**config.mk**
```make
export PLATFORM = sky130hd
export DESIGN_NAME = fp_align_pipe
export DESIGN_NICKNAME = d
export VERILOG_FILES = /design/src/rtl/fp_pkg.sv /design/src/rtl/fp_sticky_shift.sv /design/src/rtl/fp_align_pipe.sv
export SDC_FILE = /design/constraint.sdc
export NUM_CORES = 1
export LEC_CHECK = 0
export CORE_UTILIZATION = 30
export CTS_CLUSTER_DIAMETER = 30
export CTS_CLUSTER_SIZE = 14
export DETAILED_ROUTE_END_ITERATION = 6
export GPL_TIMING_DRIVEN = 0
export PLACE_DENSITY = 0.62
export SYNTH_ARGS = -nofsm -noshare
export SYNTH_HDL_FRONTEND = slang
export SYNTH_HIERARCHICAL = 1
export SYNTH_SLANG_ARGS = --single-unit
export TNS_END_PERCENT = 5
```
**constraint.sdc**
```tcl
create_clock -name clock -period 3.9 [get_ports clock]
set_clock_uncertainty 0.2 [all_clocks]
set_input_delay 0.78 -clock clock [delete_from_list [all_inputs] [get_ports clock]]
set_output_delay 0.78 -clock clock [all_outputs]
set_load 0.03 [all_outputs]
```
**src/rtl/fp_pkg.sv**
```systemverilog
// Shared floating-point types and constants for the adder datapath.
package fp_pkg;

    localparam int unsigned EXP_W_DEF = 8;
    localparam int unsigned MAN_W_DEF = 23;
    localparam int unsigned GRS_W     = 3;

    // Bit positions inside the two-bit special-operand flag.
    localparam int unsigned SPC_INF = 0;
    localparam int unsigned SPC_NAN = 1;

    // Packed operand at the default width: {sign, exp, frac}.
    typedef struct packed {
        logic                 sign;
        logic [EXP_W_DEF-1:0] exp;
        logic [MAN_W_DEF-1:0] frac;
    } fp_t;

    // Unpacked view: hidden bit restored, subnormal exponent forced to 1.
    typedef struct packed {
        logic                 sign;
        logic                 hidden;
        logic [EXP_W_DEF-1:0] eff_exp;
        logic [MAN_W_DEF-1:0] frac;
    } fp_unp_t;

endpackage

```
**src/rtl/fp_sticky_shift.sv**
```systemverilog
// Right shift with sticky OR of the shifted-out bits; saturates for large shifts.
module fp_sticky_shift
    import fp_pkg::*;
#(
    parameter int unsigned SIG_W = MAN_W_DEF + 1 + GRS_W,
    parameter int unsigned SH_W  = 5
) (
    input  logic [SIG_W-1:0] x,
    input  logic [SH_W-1:0]  sh,
    output logic [SIG_W-1:0] y_c
);

    logic [SIG_W-1:0] mask_c;
    logic             sticky_c;

    // Shift, then fold everything that fell off the bottom into bit 0.
    always_comb begin
        mask_c   = '0;
        sticky_c = 1'b0;
        y_c      = '0;
        if (32'(sh) >= SIG_W) begin
            y_c = {{(SIG_W-1){1'b0}}, |x};
        end else begin
            mask_c   = ~({SIG_W{1'b1}} << sh);
            sticky_c = |(x & mask_c);
            y_c      = (x >> sh) | {{(SIG_W-1){1'b0}}, sticky_c};
        end
    end

endmodule

```
**src/rtl/fp_align_pipe.sv**
```systemverilog
// Two-stage valid/ready exponent alignment for the floating-point adder.
module fp_align_pipe
    import fp_pkg::*;
#(
    parameter int unsigned EXP_W = EXP_W_DEF,
    parameter int unsigned MAN_W = MAN_W_DEF
) (
    input  logic                     clock,
    input  logic                     reset,
    input  logic [EXP_W+MAN_W:0]     a_in,
    input  logic [EXP_W+MAN_W:0]     b_in,
    input  logic                     valid_in,
    output logic                     ready_in,
    output logic                     valid_out,
    input  logic                     ready_out,
    output logic                     sign_big,
    output logic                     sign_small,
    output logic [EXP_W-1:0]         exp_out,
    output logic [MAN_W+GRS_W:0]     sig_big,
    output logic [MAN_W+GRS_W:0]     sig_small,
    output logic                     swapped,
    output logic [1:0]               special
);

    localparam int unsigned SIG_W = MAN_W + 1 + GRS_W;
    localparam int unsigned SH_W  = $clog2(SIG_W + 1);

    typedef struct packed {
        logic             sign;
        logic [EXP_W-1:0] exp;
        logic [MAN_W-1:0] frac;
    } op_t;

    op_t              a_op_c, b_op_c;
    logic             a_hid_c, b_hid_c;
    logic [EXP_W-1:0] a_eff_c, b_eff_c, d_c;
    logic             swap_c;
    logic             sign_big_c, sign_small_c;
    logic [EXP_W-1:0] exp_big_c;
    logic [SIG_W-1:0] sig_big_c, sig_small_c;
    logic [SH_W-1:0]  sh_c;
    logic [1:0]       special_c;
    logic             s2_adv_c, s1_adv_c;
    logic [SIG_W-1:0] shifted_c;

    logic             s1_valid;
    logic             s1_sign_big, s1_sign_small, s1_swapped;
    logic [EXP_W-1:0] s1_exp;
    logic [SIG_W-1:0] s1_sig_big, s1_sig_small;
    logic [SH_W-1:0]  s1_sh;
    logic [1:0]       s1_special;

    // Unpack both operands, order them by effective exponent, saturate the distance.
    always_comb begin
        a_op_c       = a_in;
        b_op_c       = b_in;
        a_hid_c      = |a_op_c.exp;
        b_hid_c      = |b_op_c.exp;
        a_eff_c      = a_hid_c ? a_op_c.exp : EXP_W'(1);
        b_eff_c      = b_hid_c ? b_op_c.exp : EXP_W'(1);
        swap_c       = (b_eff_c > a_eff_c);
        sign_big_c   = swap_c ? b_op_c.sign : a_op_c.sign;
        sign_small_c = swap_c ? a_op_c.sign : b_op_c.sign;
        exp_big_c    = swap_c ? b_eff_c : a_eff_c;
        d_c          = swap_c ? (b_eff_c - a_eff_c) : (a_eff_c - b_eff_c);
        sig_big_c    = swap_c ? {b_hid_c, b_op_c.frac, {GRS_W{1'b0}}}
                              : {a_hid_c, a_op_c.frac, {GRS_W{1'b0}}};
        sig_small_c  = swap_c ? {a_hid_c, a_op_c.frac, {GRS_W{1'b0}}}
                              : {b_hid_c, b_op_c.frac, {GRS_W{1'b0}}};
        sh_c         = (32'(d_c) >= SIG_W) ? SH_W'(SIG_W) : SH_W'(d_c);
        special_c    = 2'b00;
        special_c[SPC_INF] = (&a_op_c.exp && !(|a_op_c.frac)) ||
                             (&b_op_c.exp && !(|b_op_c.frac));
        special_c[SPC_NAN] = (&a_op_c.exp && (|a_op_c.frac)) ||
                             (&b_op_c.exp && (|b_op_c.frac));
    end

    // A stage moves when the stage after it is empty or draining.
    assign s2_adv_c = !valid_out || ready_out;
    assign s1_adv_c = !s1_valid || s2_adv_c;
    assign ready_in = s1_adv_c;

    // Stage 1: capture the ordered, unpacked operand pair.
    always_ff @(posedge clock) begin
        if (reset) begin
            s1_valid      <= 1'b0;
            s1_sign_big   <= 1'b0;
            s1_sign_small <= 1'b0;
            s1_swapped    <= 1'b0;
            s1_exp        <= '0;
            s1_sig_big    <= '0;
            s1_sig_small  <= '0;
            s1_sh         <= '0;
            s1_special    <= 2'b00;
        end else if (s1_adv_c) begin
            s1_valid <= valid_in;
            if (valid_in) begin
                s1_sign_big   <= sign_big_c;
                s1_sign_small <= sign_small_c;
                s1_swapped    <= swap_c;
                s1_exp        <= exp_big_c;
                s1_sig_big    <= sig_big_c;
                s1_sig_small  <= sig_small_c;
                s1_sh         <= sh_c;
                s1_special    <= special_c;
            end
        end
    end

    fp_sticky_shift #(
        .SIG_W (SIG_W),
        .SH_W  (SH_W)
    ) u_shift (
        .x   (s1_sig_small),
        .sh  (s1_sh),
        .y_c (shifted_c)
    );

    // Stage 2: capture the aligned small significand; doubles as the output register.
    always_ff @(posedge clock) begin
        if (reset) begin
            valid_out  <= 1'b0;
            sign_big   <= 1'b0;
            sign_small <= 1'b0;
            exp_out    <= '0;
            sig_big    <= '0;
            sig_small  <= '0;
            swapped    <= 1'b0;
            special    <= 2'b00;
        end else if (s2_adv_c) begin
            valid_out <= s1_valid;
            if (s1_valid) begin
                sign_big   <= s1_sign_big;
                sign_small <= s1_sign_small;
                exp_out    <= s1_exp;
                sig_big    <= s1_sig_big;
                sig_small  <= shifted_c;
                swapped    <= s1_swapped;
                special    <= s1_special;
            end
        end
    end

endmodule

```
### Word level (Yosys, flattened, before mapping)

Index checks and enable logic that the tools add are counted.

| word-level totals | value |
|---|---|
| input bits | 68 |
| word-level logic and storage cells | 59 |
| flip-flop bits (word level) | 141 |
| output and inout port bits | 69 |

| operators by class | value |
|---|---|
| muxes and demuxes | 10 |
| bitwise logic cells | 3 |
| reductions and logical operators | 22 |
| $add $sub $neg | 2 |
| shift operators | 2 |
| order comparisons | 3 |

Operators with widths:

| operator | number |
|---|---|
| $mux 27 | 3 |
| $reduce_or 27->1 | 2 |
| $reduce_or 23->1 | 2 |
| $mux 8 | 4 |
| $and 27x27->27 | 1 |
| $not 27->27 | 1 |
| $or 27x1->27 | 1 |
| $shl 27x5->27 const A | 1 |
| $shr 27x5->27 | 1 |
| $reduce_and 8->1 | 2 |
| $reduce_or 8->1 | 2 |
| $sub 8x8->8 | 2 |
| $ge 8x5->1 const B | 1 |
| $gt 8x8->1 | 1 |
| $ge 5x5->1 const B | 1 |
| $mux 5 | 1 |
| $logic_and 1x1->1 | 4 |
| $logic_not 1->1 | 4 |
| $logic_or 1x1->1 | 4 |
| $reduce_and 2->1 | 2 |
| $mux 1 | 2 |

### Logic depth before layout (Yosys ltp)

Gate-level depths: netlist of the first run.

| depth | value |
|---|---|
| depth in word-level cells | 6 |
| depth in mapped cells | 17 |
| mapped depth without buffers | 15 |

### Modules after synthesis

Netlist of the first run, hierarchy kept.

Modules (own cells, without submodules):

| module | sequential area each (um^2) | area an instance (um^2) | instances | cells each |
|---|---|---|---|---|
| fp_align_pipe | 2,642.5 | 6,287.3 | 1 | 757 |
| fp_sticky_shift | 0.0 | 1,669.1 | 1 | 245 |

### Worst setup path after synthesis of the first run

OpenSTA, ideal clock, no wires.

| timing path | value |
|---|---|
| path type | input-to-reg |
| start | input port b_in[30] |
| end | register s1_sh[0] |
| path buffers | 0 |
| slack | 0.150 ns |
| data required time | 3.620 ns |
| arrival time | 3.470 ns |
| stages | 14 |
| library setup time | 0.080 ns |
| path through | or4_1 -> nor2_1 -> nor2_1 -> inv_1 -> ha_1 -> inv_1 -> fa_1 -> a21o_1 -> a221o_1 -> o311a_1 -> o2111ai_2 -> nor3b_2 -> or2_4 -> a211oi_2 |

| between the ends | value |
|---|---|
| longest elaborated chain between the ends | 6 |
| elaborated cells between the ends (all ways) | 8 |
| classes of those cells | add/sub (2); order compare (2); mux (3); reduce/logical (1) |

RTL lines:

| what | RTL line | text |
|---|---|---|
| start, declared | fp_align_pipe.sv:11 | `input logic [EXP_W+MAN_W:0] b_in,` |
| $reduce_or 8->1 | fp_align_pipe.sv:58 | `b_hid_c = \|b_op_c.exp;` |
| $mux 8 (*) | fp_align_pipe.sv:60 | `b_eff_c = b_hid_c ? b_op_c.exp : EXP_W'(1);` |
| $sub 8x8->8 or $gt 8x8->1 (tied branches) | fp_align_pipe.sv:65, fp_align_pipe.sv:61 |  |
| $mux 8 (*) | fp_align_pipe.sv:65 | `d_c = swap_c ? (b_eff_c - a_eff_c) : (a_eff_c - b_eff_c);` |
| $ge 8x5->1 | fp_align_pipe.sv:70 | `sh_c = (32'(d_c) >= SIG_W) ? SH_W'(SIG_W) : SH_W'(d_c);` |
| $mux 5 (*) | fp_align_pipe.sv:70 |  |
| end signal, assigned | fp_align_pipe.sv:93 | `s1_sh <= '0;` |
| end signal, assigned | fp_align_pipe.sv:104 | `s1_sh <= sh_c;` |
| end, declared | fp_align_pipe.sv:50 | `logic [SH_W-1:0] s1_sh;` |

Every way passes the cells marked *; elsewhere a longest branch is shown, timed or not.
A chain may end at the register's enable or synchronous reset.

### Final worst setup path of the first run

| timing path | value |
|---|---|
| start | input port b_in[29] |
| end | register s1_sh[0] |

The elaborated chain is that of the path after synthesis.

==> results.rst, run 1 <==
.. list-table::
   :header-rows: 1

   * - Metric
     - Value
   * - Effective utilization at floorplan
     - 30.53%
   * - Fraction of synthesized cell area taken by the top area cell type
     - 33.21%
   * - Initial antenna violation count
     - 0
   * - Register Area
     - 2643 sq um
   * - Number of max-cap violations
     - 0
   * - Register bit total from synthesis
     - 132
   * - Count of cell types in the netlist
     - 72
   * - Worst path required time
     - 4.05 ns
   * - Share of the synthesized netlist area taken by xor and xnor gates
     - 0.6605%
   * - Combined area of all synthesized cells
     - 7956 sq um
   * - Critical path fanouts, max
     - 4
   * - Die outline height
     - 164.9 microns
   * - # fillers
     - 2642
   * - TritonCTS clock tree
     - yes
   * - Number of vias after detailed routing
     - 8028
   * - Vias in the first global route
     - 7487
   * - Area of the multi-input gates
     - 4916 sq um
   * - Share of the synthesized area in compound gates (AO/OA/AOI/OAI)
     - 21.01%
   * - Initial DRT Pass Iterations
     - 5
   * - Longest individual stage delay on the worst path
     - 0.54 ns
   * - Period utilization
     - 96.53%
   * - Final setup violation count
     - 0
   * - Ratio of cells with drive above 1 in the final layout
     - 12.33%
   * - Average footprint of a synthesized cell
     - 7.941 sq um
   * - WHS
     - 0.2511 ns
   * - Number of clock buffers inserted by TritonCTS
     - 17
   * - Cts hold-fix bufs
     - 0
   * - Peak ir drop on the vdd network
     - 242.9 uV
   * - Final number of hold-violating endpoints
     - 0
   * - H-tree depth
     - 4
   * - Sequential share of the synthesized area
     - 33.21%
   * - Core area
     - 26060 sq um
   * - Yosys warning count
     - 6
   * - Share of synthesized area spent on multiplexers
     - 14.58%
   * - Simple logic cell fraction of the synthesized area
     - 20.51%
   * - Total count of max-transition violations in the final report
     - 0
   * - Highest clock frequency the design can meet
     - 265.6 MHz
   * - Met1 usage in global routing
     - 28.50%
   * - Fraction of met3 tracks used by global routing
     - 3.893%
   * - Synthesis-to-finish area growth
     - 34.31%
   * - Arrival @ worst endpoint
     - 3.91 ns
   * - Cell type with the largest total area after synthesis
     - sky130_fd_sc_hd__dfxtp_1
   * - Sinks on Clock Net
     - 132
   * - Total I/O pin count
     - 137
   * - Main combinational cell family by area after synthesis
     - compound AO/OA/AOI/OAI gates
   * - Nature of the critical path startpoint
     - input port
   * - Clock edge transition at the registers on the reported setup and hold paths
     - 0.06 ns
   * - Outcome
     - finished clean
   * - Most instantiated library cell after synthesis
     - sky130_fd_sc_hd__nand2_1
   * - DRC errors left
     - 0
   * - Overall power consumption
     - 0.004216 W
   * - Vias per cell
     - 5.203
   * - Maximum number of pins on one net before global-route repair
     - 17
   * - Die area
     - 27180 sq um
   * - # nets final
     - 1280
   * - Leakage dissipation
     - 4.244 nW
   * - Global routing usage summed across all routing layers
     - 20.33%
   * - Worst path slowest cell
     - sky130_fd_sc_hd__or4_4
   * - Detailed router's first-iteration violation count
     - 541
   * - Final period demand of the worst path
     - 3.765 ns
   * - Most Used Layer, Global Route
     - met2
   * - Leading cell types by total area after synthesis
     - sky130_fd_sc_hd__dfxtp_1 (33%), sky130_fd_sc_hd__mux2i_1 (10%), sky130_fd_sc_hd__nand2_1 (8.3%)
   * - Weighted congestion reported at the end of routability-driven placement
     - 0.9419
   * - Cell Pwr Density
     - 394.6 nW/um^2
   * - EDFF count, synth
     - 0
   * - Relative max-transition margin
     - 48.38%
   * - Crit path capture type
     - flip-flop
   * - Critical path start-end classification
     - input port to flip-flop
   * - Quantity of I/O buffers inserted on ports
     - 132
   * - Maximum buffer depth of the clock tree
     - 2
   * - Gate count after technology mapping
     - 1002
   * - Worst min-delay path class
     - flip-flop to flip-flop
   * - X dimension of the die
     - 164.9 microns
   * - Wire length of the first global-routing pass
     - 42260 microns
   * - Number of nets with antenna violations after detailed routing
     - 0
   * - Transition time at the pin with the least slew margin
     - 0.7743 ns
   * - Later-pin clock latency in the skew report
     - 0.43 ns
   * - Post-Route WL
     - 27260 microns
   * - GR Util met2
     - 31.61%
   * - Final antenna diode count
     - 0
   * - Synth top cells by count
     - sky130_fd_sc_hd__nand2_1 (176), sky130_fd_sc_hd__dfxtp_1 (132), sky130_fd_sc_hd__nor2_1 (106)
   * - Routed len/inst
     - 17.66 microns
   * - Post-detailed-placement half-perimeter wirelength
     - 20510 microns
   * - Share of flip-flops with an asynchronous set or reset after synthesis
     - 0%
   * - Most frequently used flop master after synthesis
     - sky130_fd_sc_hd__dfxtp_1
   * - Cell Chain, Critical Path
     - dlygate4sd2_1 -> or4_4 -> nor2_4 -> nor2_1 -> inv_1 -> ha_2 -> inv_1 -> fa_2 -> a21o_1 -> a221o_1 -> o311a_1 -> o2111ai_2 -> nor3b_2 -> or2_4 -> a211oi_2
   * - Cell chosen for the clock root
     - sky130_fd_sc_hd__clkbuf_16
   * - CP most frequent cell
     - sky130_fd_sc_hd__inv_1
   * - Overflow left after global routing
     - 0
   * - Cell row count
     - 59
   * - Post-synthesis adder-cell area fraction
     - 2.862%
==> worst max-delay path: cells and delay by family <==
| family | cells | cell delay (ns) |
|---|---|---|
| AO/OA/AOI/OAI | 5 | 1.11 |
| AND/OR/NAND/NOR | 5 | 1.07 |
| adder cells (fa/ha/maj) | 2 | 0.54 |
| buffers and inverters | 3 | 0.41 |
==> sequential cells by signal, indices dropped and copies added, names as in the netlist, 2 cells and up <==
name,flops
sig_small,27
s1_sig_big,24
s1_sig_small,24
sig_big,24
exp_out,8
s1_exp,8
s1_sh,5
s1_special,2
special,2
==> report_power, final <==
group          switching [W]  internal, W
combinational       0.000648     0.000486
sequential         0.0000756      0.00143
clock               0.000720     0.000853
total                0.00144      0.00277
==> cells by family (layout without fill, tap and decap cells) <==
group	after synthesis	count (layout)
AO/OA/AOI/OAI	251	251
XOR/XNOR	6	6
adder cells (fa/ha/maj)	17	17
buffers and inverters	124	314
flip-flops	132	132
multiplexers	99	99
other	1	17
AND/OR/NAND/NOR	372	372
==> through the flow <==
| stage | util [%] | setup TNS (ns) | cells | worst slack, ns | cell area (sq um) |
|---|---|---|---|---|---|
| floorplan | - | 0 | 1018 | 0.1499 | 8016 |
| CTS | 40.82 | 0 | 1540 | 0.002757 | 10640 |
| global placement | 37.44 | -45.26 | 1485 | -0.8706 | 9757 |
| finish | 41.01 | 0 | 1543 | 0.1352 | 10690 |
| global route | 41.01 | -0.0004134 | 1543 | -0.0004134 | 10690 |
| detailed placement | 37.44 | -46.43 | 1485 | -0.8860 | 9757 |
==> metal layers <==
metal	vias up	part of all wire [%]
met5	-	0
met4	0	1.7
met3	39	6.1
met2	314	44
met1	3750	48
li1	3925	-
==> final cells by class <==
cell class                 instances  area share (%)
sequential                       132           24.73
tap                              335           3.922
inverter                          27          0.9484
multi-input combinational        762           46.00
clock inverter                    15           1.452
clock buffer                      17           3.981
timing repair buffer             158           14.33
buffer                            97           4.636
==> worst paths after layout <==
| check | start | end | slack [ns] | cells after the start |
|---|---|---|---|---|
| worst max-delay path | b_in[29] | s1_sh[0]$_SDFFE_PP0P_ | 0.14 | 15 |
| worst min-delay path | s1_swapped$_SDFFE_PP0P_ | swapped$_SDFFE_PP0P_ | 0.25 | 2 |
| worst min register to register | s1_swapped$_SDFFE_PP0P_ | swapped$_SDFFE_PP0P_ | 0.25 | 2 |
| worst max register to register | s1_sh[2]$_SDFFE_PP0P_ | sig_small[14]$_SDFFE_PP0P_ | 0.96 | 7 |
==> cell usage in the layout (no fill, tap or decap), types with 5 or more instances in the layout <==
cell	instances
sky130_fd_sc_hd__clkbuf_1	67
sky130_fd_sc_hd__buf_1	6
sky130_fd_sc_hd__o22ai_1	8
sky130_fd_sc_hd__dfxtp_1	132
sky130_fd_sc_hd__a31oi_1	7
sky130_fd_sc_hd__mux2i_2	7
sky130_fd_sc_hd__and3_1	6
sky130_fd_sc_hd__nand2b_1	10
sky130_fd_sc_hd__buf_6	10
sky130_fd_sc_hd__a21o_1	11
sky130_fd_sc_hd__nand3_1	5
sky130_fd_sc_hd__a211oi_1	60
sky130_fd_sc_hd__nor4_1	19
sky130_fd_sc_hd__clkdlybuf4s50_1	116
sky130_fd_sc_hd__ha_1	13
sky130_fd_sc_hd__a211oi_2	8
sky130_fd_sc_hd__nor3_1	10
sky130_fd_sc_hd__nand4_1	11
sky130_fd_sc_hd__and2_1	6
sky130_fd_sc_hd__nand2_1	176
sky130_fd_sc_hd__mux2i_1	72
sky130_fd_sc_hd__dlymetal6s2s_1	8
sky130_fd_sc_hd__inv_6	5
sky130_fd_sc_hd__clkbuf_16	17
sky130_fd_sc_hd__mux2_2	5
sky130_fd_sc_hd__conb_1	17
sky130_fd_sc_hd__clkbuf_2	5
sky130_fd_sc_hd__inv_1	26
sky130_fd_sc_hd__a21oi_1	97
sky130_fd_sc_hd__buf_4	27
sky130_fd_sc_hd__buf_2	9
sky130_fd_sc_hd__o21ai_0	19
sky130_fd_sc_hd__nor2_1	103
sky130_fd_sc_hd__mux4_2	13
sky130_fd_sc_hd__inv_8	5
==> timing repair <==
| action | in CTS | in global routing |
|---|---|---|
| pin swaps | 12 | 11 |
| setup buffers | 23 | 3 |
| setup endpoints to repair | 64 | 40 |
| resized for setup | 41 | 24 |
Note: power is estimated with default switching activity, not from simulation.
==> inputs of run 2 (changes only) <==
- SYNTH_HIERARCHICAL: 1 -> not set
==> results.rst, run 2 <==
.. list-table::
   :header-rows: 1

   * - Metric
     - Value
   * - Count of cell types in the netlist
     - 66 (-8.3%)
   * - Initial DRT Pass Iterations
     - 5 (unchanged)
   * - Commonest cells after routing, fill and taps aside
     - sky130_fd_sc_hd__dfxtp_1 (132), sky130_fd_sc_hd__clkdlybuf4s50_1 (124), sky130_fd_sc_hd__nor2_1 (121), sky130_fd_sc_hd__nand2_1 (103), sky130_fd_sc_hd__a21oi_1 (81)
   * - Ratio of cells with drive above 1 in the final layout
     - 10.73% (-1.6 points)
   * - Cts hold-fix bufs
     - 0 (unchanged)
   * - Number of flip-flops in the largest register
     - 27 (unchanged)
   * - Critical path start-end classification
     - input port to flip-flop
   * - Peak ir drop on the vdd network
     - 243.7 uV (+0.33%)
   * - Maximum number of pins on one net before global-route repair
     - 17 (unchanged)
   * - Leading cell types by total area after synthesis
     - sky130_fd_sc_hd__dfxtp_1 (34%), sky130_fd_sc_hd__mux2i_1 (9.0%), sky130_fd_sc_hd__a211oi_1 (6.3%)
   * - Later-pin clock latency in the skew report
     - 0.43 ns (about the same)
   * - Maximum buffer depth of the clock tree
     - 2 (unchanged)
   * - Number of max-cap violations
     - 0 (unchanged)
   * - Transition time at the pin with the least slew margin
     - 0.8930 ns (+0.1187 ns)
   * - Clock edge transition at the registers on the reported setup and hold paths
     - 0.06 ns (about the same)
   * - # nets final
     - 1174 (-8.3%)
   * - Reg with most FFs
     - sig_small
   * - Die area
     - 26470 sq um (-2.6%)
   * - Cell Pwr Density
     - 420.8 nW/um^2 (+6.6%)
   * - Power dissipated by switching net loads
     - 0.001328 W (-8.0%)
   * - Most frequently used flop master after synthesis
     - sky130_fd_sc_hd__dfxtp_1
   * - Internal portion of total power
     - 0.002994 W (+8.0%)
   * - Logic pwr share
     - 24.9% (-2.0 points)
   * - DRC errors left
     - 0 (unchanged)
   * - Post-route cell area
     - 10270 sq um (-3.9%)
   * - H-tree depth
     - 4 (unchanged)
   * - Fraction of synthesized cell area taken by the top area cell type
     - 34.11% (+0.90 points)
   * - Average footprint of a synthesized cell
     - 8.329 sq um (+4.9%)
   * - Total count of max-transition violations in the final report
     - 0 (unchanged)
   * - Worst min-delay path class
     - flip-flop to flip-flop
   * - Number of nets with antenna violations after detailed routing
     - 0 (unchanged)
   * - Worst path required time
     - 4.04 ns (about the same)
   * - Synth top cells by count
     - sky130_fd_sc_hd__dfxtp_1 (132), sky130_fd_sc_hd__nor2_1 (123), sky130_fd_sc_hd__nand2_1 (103)
   * - EDFF count, synth
     - 0 (unchanged)
   * - Vias in the first global route
     - 7427 (-0.80%)
   * - Area of placed instances
     - 9488 sq um (-2.8%)
   * - Register bit total from synthesis
     - 132 (unchanged)
   * - Number of vias after detailed routing
     - 7610 (-5.2%)
   * - Leakage dissipation
     - 3.838 nW (-9.6%)
   * - Die outline height
     - 162.7 microns (-1.3%)
   * - Sequential Power Share
     - 35.1% (-0.7 points)
   * - Critical path fanouts, max
     - 7 (+3)
   * - Highest clock frequency the design can meet
     - 266.9 MHz (+0.46%)
   * - Share of flip-flops with an asynchronous set or reset after synthesis
     - 0% (unchanged)
   * - Arrival @ worst endpoint
     - 3.89 ns (-0.02 ns)
   * - Clk network pwr share
     - 40.0% (+2.7 points)
   * - Outcome
     - finished clean
   * - Util after Layout
     - 40.68% (-0.33 points)
   * - Global routing usage summed across all routing layers
     - 20.27% (-0.065 points)
   * - Core area
     - 25250 sq um (-3.1%)
   * - Most instantiated library cell after synthesis
     - sky130_fd_sc_hd__dfxtp_1
   * - Leading cell type in the layout, fill and taps excluded
     - sky130_fd_sc_hd__dfxtp_1
   * - Total I/O pin count
     - 137 (unchanged)
   * - Combined area of all synthesized cells
     - 7746 sq um (-2.6%)
   * - Crit path capture type
     - flip-flop
   * - Cell row count
     - 58 (-1.7%)
   * - Overflow left after global routing
     - 0 (unchanged)
   * - Synthesis-to-finish area growth
     - 32.63%
   * - Sequential share of the synthesized area
     - 34.11% (+0.90 points)
   * - Post-Route WL
     - 26590 microns (-2.4%)
   * - WHS
     - 0.2528 ns (+0.001680 ns)
   * - TritonCTS clock tree
     - yes
   * - Share of total power consumed by net switching
     - 30.73% (-3.5 points)
   * - Sinks on Clock Net
     - 132 (unchanged)
   * - Quantity of I/O buffers inserted on ports
     - 132 (unchanged)
   * - Overall power consumption
     - 0.004323 W (+2.5%)
   * - Final setup violation count
     - 0 (unchanged)
   * - Initial antenna violation count
     - 0 (unchanged)
   * - X dimension of the die
     - 162.7 microns (-1.3%)
   * - Final number of hold-violating endpoints
     - 0 (unchanged)
   * - Wire length of the first global-routing pass
     - 41440 microns (-1.9%)
   * - Cell chosen for the clock root
     - sky130_fd_sc_hd__clkbuf_16
   * - Number of clock buffers inserted by TritonCTS
     - 17 (unchanged)
   * - Vias per cell
     - 5.318 (+2.2%)
   * - Weighted congestion reported at the end of routability-driven placement
     - 0.9020 (-4.2%)
   * - Cell type with the largest total area after synthesis
     - sky130_fd_sc_hd__dfxtp_1
   * - Period utilization
     - 96.09% (-0.45 points)
   * - Final period demand of the worst path
     - 3.747 ns (-0.01741 ns)
   * - Routed len/inst
     - 18.58 microns (+5.2%)
   * - Gate count after technology mapping
     - 930 (-7.2%)
   * - Relative max-transition margin
     - 40.47% (-7.9 points)
   * - Yosys warning count
     - 0 (-6)
   * - Post-detailed-placement half-perimeter wirelength
     - 20290 microns (-1.0%)
   * - Effective utilization at floorplan
     - 30.67% (+0.14 points)
   * - Nature of the critical path startpoint
     - input port
   * - Detailed router's first-iteration violation count
     - 591 (+9.2%)
   * - # fillers
     - 2585 (-2.2%)
[run 2: cell types whose count changed in the layout (fill, tap and decap cells not counted), moves of 7 or more]
cell and change:
sky130_fd_sc_hd__conb_1 -14, sky130_fd_sc_hd__nor2_1 +18, sky130_fd_sc_hd__a21oi_1 -16, sky130_fd_sc_hd__a22oi_1 +8, sky130_fd_sc_hd__o221ai_1 +7, sky130_fd_sc_hd__a21o_1 -9
sky130_fd_sc_hd__o21ai_1 +10, sky130_fd_sc_hd__a31oi_1 -7, sky130_fd_sc_hd__buf_4 -16, sky130_fd_sc_hd__nand2_1 -73, sky130_fd_sc_hd__clkdlybuf4s50_1 +8
[run 2: stage by stage]
step | TNS, ns | setup WS, ns | std cells
floorplan | 0 | 0.2616 | 932
global placement | -38.31 | -0.8981 | 1394
detailed placement | -37.32 | -0.8951 | 1394
CTS | 0 | 0.08451 | 1429
global route | -0.01305 | -0.01305 | 1430
finish | 0 | 0.1526 | 1431
[run 2: routing by layer]
layer | up-vias | routed length, microns | share of wire, % | global-route usage, %
li1 | 3672 | - | - | -
met1 | 3619 | 12200 | 46 | 26.95
met2 | 289 | 12080 | 45 | 31.80
met3 | 30 | 1872 | 7.0 | 5.373
met4 | 0 | 444 | 1.7 | 6.287
met5 | - | 0 | 0 | 0
[run 2: worst max-delay path: stages]
cell and delay (ns):
sky130_fd_sc_hd__dlygate4sd2_1 0.29, sky130_fd_sc_hd__or4_4 0.54, sky130_fd_sc_hd__nor2_4 0.13, sky130_fd_sc_hd__nor2_2 0.08, sky130_fd_sc_hd__inv_1 0.06, sky130_fd_sc_hd__ha_1 0.14, sky130_fd_sc_hd__inv_1 0.07, sky130_fd_sc_hd__fa_2 0.41
sky130_fd_sc_hd__nand3_4 0.11, sky130_fd_sc_hd__a21oi_4 0.07, sky130_fd_sc_hd__o21ai_4 0.27, sky130_fd_sc_hd__buf_6 0.18, sky130_fd_sc_hd__buf_4 0.11, sky130_fd_sc_hd__nand4_1 0.09, sky130_fd_sc_hd__nand3_2 0.09, sky130_fd_sc_hd__nand4_1 0.18
sky130_fd_sc_hd__a311oi_2 0.29
[run 2: kinds of logic after synthesis]
group / count (synthesis) / synth area share, %
multiplexers: 97 / 15.73
adder cells (fa/ha/maj): 17 / 2.940
buffers and inverters: 114 / 6.703
AND/OR/NAND/NOR: 327 / 19.03
XOR/XNOR: 5 / 0.6624
flip-flops: 132 / 34.11
other: 1 / 0.04841
AO/OA/AOI/OAI: 237 / 20.77
[run 2: power groups by stage]
stage / Combinational [W] / Sequential (W) / Clock (W)
after global placement: 0.00102 / 0.00154 / 0
final: 0.00108 / 0.00152 / 0.00173
after CTS: 0.00105 / 0.00151 / 0.00175
after global routing: 0.00116 / 0.00153 / 0.00181
after detailed placement: 0.00103 / 0.00154 / 0
after floorplan: 0.000639 / 0.00157 / 0
[run 2: worst paths after layout]
path / start / to / slack [ns] / depth (start not counted)
max: a_in[23] / s1_sh[1]$_SDFFE_PP0P_ / 0.15 / 17
min reg2reg: exp_out[0]$_SDFFE_PP0P_ / exp_out[0]$_SDFFE_PP0P_ / 0.25 / 2
min: exp_out[0]$_SDFFE_PP0P_ / exp_out[0]$_SDFFE_PP0P_ / 0.25 / 2
max reg2reg: s1_sh[3]$_SDFFE_PP0P_ / sig_small[0]$_SDFFE_PP0P_ / 1.22 / 6
[run 2: layout make-up]
class	count	area [sq um]	area share, %
antenna	1	2.502	0.02436
buffer	92	440.4	4.287
clock buffer	19	452.9	4.409
clock inverter	11	175.2	1.705
inverter	22	82.58	0.8038
multi-input combinational	686	4697	45.72
sequential	132	2643	25.72
tap	330	412.9	4.019
timing repair buffer	138	1368	13.31
[run 2: what timing repair did]
action | CTS | global route
gates cloned | 1 | 0
setup endpoints to repair | 64 | 45
gates resized for setup | 14 | 18
setup buffers | 4 | 1
pin swaps | 5 | 7
==> inputs of run 3 (changes only) <==
- PLACE_DENSITY: 0.62 -> 0.6
- SKIP_CTS_REPAIR_TIMING: not set -> 1
- clock period: 3.9 -> 4.1 ns (I/O delays scaled with it)
==> results.rst, run 3 (synthesis gave the netlist of run 2 again) <==
.. list-table::
   :header-rows: 1

   * - Metric
     - Value
   * - Outcome
     - finished clean
   * - Routed len/inst
     - 18.44 microns (-0.75%)
   * - Global routing usage summed across all routing layers
     - 20.06% (-0.21 points)
   * - Transition time at the pin with the least slew margin
     - 0.8563 ns (-0.03668 ns)
   * - Overflow left after global routing
     - 0 (unchanged)
   * - Worst path required time
     - 4.19 ns (+0.15 ns)
   * - Total count of max-transition violations in the final report
     - 0 (unchanged)
   * - Kind of cell adding the most delay to the critical path
     - buffers and inverters
   * - Weighted congestion reported at the end of routability-driven placement
     - 0.9114 (+1.0%)
   * - # fillers
     - 2580 (-0.19%)
   * - Die area
     - 26470 sq um (unchanged)
   * - Nature of the critical path startpoint
     - input port
   * - Cell Pwr Density
     - 407.4 nW/um^2 (-3.2%)
   * - Post-detailed-placement half-perimeter wirelength
     - 20300 microns (about the same)
   * - Register Area
     - 2643 sq um (unchanged)
   * - # nets final
     - 1171 (-0.26%)
   * - Total I/O pin count
     - 137 (unchanged)
   * - Leading cell type in the layout, fill and taps excluded
     - sky130_fd_sc_hd__dfxtp_1
   * - Core area
     - 25250 sq um (unchanged)
   * - Ratio of cells with drive above 1 in the final layout
     - 9.736% (-0.99 points)
   * - X dimension of the die
     - 162.7 microns (unchanged)
   * - CP most frequent cell
     - sky130_fd_sc_hd__inv_1
   * - Placed instance count
     - 1394 (unchanged)
   * - Arrival @ worst endpoint
     - 4.01 ns (+0.12 ns)
   * - Vias per cell
     - 5.276 (-0.78%)
   * - DRC errors left
     - 0 (unchanged)
   * - Number of vias after detailed routing
     - 7540 (-0.92%)
   * - Final antenna diode count
     - 0 (-1)
   * - Number of flip-flops in the largest register
     - 27 (unchanged)
   * - Post-Route WL
     - 26360 microns (-0.89%)
   * - Vias in the first global route
     - 7232 (-2.6%)
   * - Peak ir drop on the vdd network
     - 247.1 uV (+1.4%)
   * - Detailed router's first-iteration violation count
     - 579 (-2.0%)
   * - Number of nets with antenna violations after detailed routing
     - 0 (unchanged)
   * - Highest clock frequency the design can meet
     - 254.8 MHz
   * - Sinks on Clock Net
     - 132 (unchanged)
   * - Unrepaired setup endpoints after global routing
     - no
   * - Wire length of the first global-routing pass
     - 40760 microns (-1.6%)
   * - Maximum buffer depth of the clock tree
     - 2 (unchanged)
   * - Clock edge transition at the registers on the reported setup and hold paths
     - 0.06 ns (about the same)
   * - Synthesis-to-finish area growth
     - 32.00%
   * - Final setup violation count
     - 0 (unchanged)
   * - Number of max-cap violations
     - 0 (unchanged)
   * - Util after Layout
     - 40.49% (-0.19 points)
   * - Cell Chain, Critical Path
     - clkdlybuf4s50_1 -> inv_1 -> nand4_1 -> nor2_4 -> nor2_1 -> inv_1 -> ha_1 -> inv_1 -> fa_1 -> nand3_2 -> a21oi_1 -> o21ai_4 -> buf_8 -> buf_6 -> mux2i_2 -> a211oi_1
   * - Effective utilization at floorplan
     - 30.67% (unchanged)
   * - Worst path slowest cell
     - sky130_fd_sc_hd__clkdlybuf4s50_1
   * - Cell chosen for the clock root
     - sky130_fd_sc_hd__clkbuf_16
   * - WHS
     - 0.2523 ns (-0.0004940 ns)
   * - Longest individual stage delay on the worst path
     - 0.49 ns (-0.05 ns)
   * - Final number of hold-violating endpoints
     - 0 (unchanged)
   * - Period utilization
     - 95.72%
   * - Quantity of I/O buffers inserted on ports
     - 132 (unchanged)
   * - Final period demand of the worst path
     - 3.925 ns
   * - Critical path start-end classification
     - input port to flip-flop
   * - Fin cells
     - 1429 (-0.14%)
   * - Leakage dissipation
     - 3.827 nW (-0.30%)
   * - Number of buffers and inverters on the critical path
     - 6 (+1)
   * - Area of the multi-input gates
     - 4626 sq um (-1.5%)
   * - TritonCTS clock tree
     - yes
   * - Die outline height
     - 162.7 microns (unchanged)
   * - H-tree depth
     - 4 (unchanged)
   * - Reg with most FFs
     - sig_small
   * - Worst min-delay path class
     - flip-flop to flip-flop
   * - Cell row count
     - 58 (unchanged)
   * - Crit path capture type
     - flip-flop
   * - Commonest cells after routing, fill and taps aside
     - sky130_fd_sc_hd__dfxtp_1 (132), sky130_fd_sc_hd__clkdlybuf4s50_1 (128), sky130_fd_sc_hd__nor2_1 (122), sky130_fd_sc_hd__nand2_1 (103), sky130_fd_sc_hd__a21oi_1 (82)
   * - Initial antenna violation count
     - 0 (unchanged)
   * - Critical path fanouts, max
     - 10 (+3)
   * - Initial DRT Pass Iterations
     - 7 (+2)
   * - Number of clock buffers inserted by TritonCTS
     - 17 (unchanged)
   * - Maximum number of pins on one net before global-route repair
     - 17 (unchanged)
   * - Later-pin clock latency in the skew report
     - 0.43 ns (about the same)
   * - Relative max-transition margin
     - 42.91% (+2.4 points)
run 3: final cells by class:
cell class / count / area share, %
multi-input cells: 686 / 45.24
flip-flops and latches: 132 / 25.84
repair buffers: 135 / 13.36
plain buffers: 92 / 4.307
clock buffers: 19 / 4.234
well taps: 330 / 4.038
clock inverters: 13 / 2.166
inverters: 22 / 0.8076
run 3: power breakdown:
group	total [W]	switching [W]	internal, W
Sequential	0.00144	0.0000773	0.00137
Combinational	0.00101	0.000576	0.000431
Clock	0.00172	0.000625	0.00109
run 3: worst paths after layout:
kind	startpoint	endpoint	slack [ns]	cells after the start
setup / recovery	a_in[28]	s1_exp[7]$_SDFFE_PP0P_	0.18	16
hold / removal	sig_small[20]$_SDFFE_PP0P_	sig_small[20]$_SDFFE_PP0P_	0.25	2
setup reg to reg	s1_sh[1]$_SDFFE_PP0P_	sig_small[2]$_SDFFE_PP0P_	1.54	8
hold reg to reg	sig_small[20]$_SDFFE_PP0P_	sig_small[20]$_SDFFE_PP0P_	0.25	2
run 3: metrics by stage:
| step | total power, W | worst slack (ns) | TNS [ns] | instance area (sq um) |
|---|---|---|---|---|
| floorplan | 0.002101 | 0.4216 | 0 | 7754 |
| global placement | 0.002440 | -0.7098 | -25.66 | 9488 |
| detailed placement | 0.002446 | -0.7193 | -26.27 | 9488 |
| CTS | 0.004158 | -0.3007 | -1.112 | 10140 |
| global route | 0.004333 | 0.02637 | 0 | 10220 |
| finish | 0.004166 | 0.1755 | 0 | 10220 |
run 3: worst min-delay path, cell delays in order, from the launching register on:
cell and delay (ns):
sky130_fd_sc_hd__dfxtp_1 0.31, sky130_fd_sc_hd__nand2_1 0.05, sky130_fd_sc_hd__a21oi_1 0.05
run 3: per-layer routing:
layer  share of wire [%]  vias to the layer above  routed length, microns  GRT usage [%]
met2                  45                      280                   11730          31.45
met4                 1.7                        0                     443          5.438
met5                   0                        -                       0              0
met3                 7.6                       32                    1991          5.551
li1                    -                     3655                       -              -
met1                  46                     3573                   12190          26.85
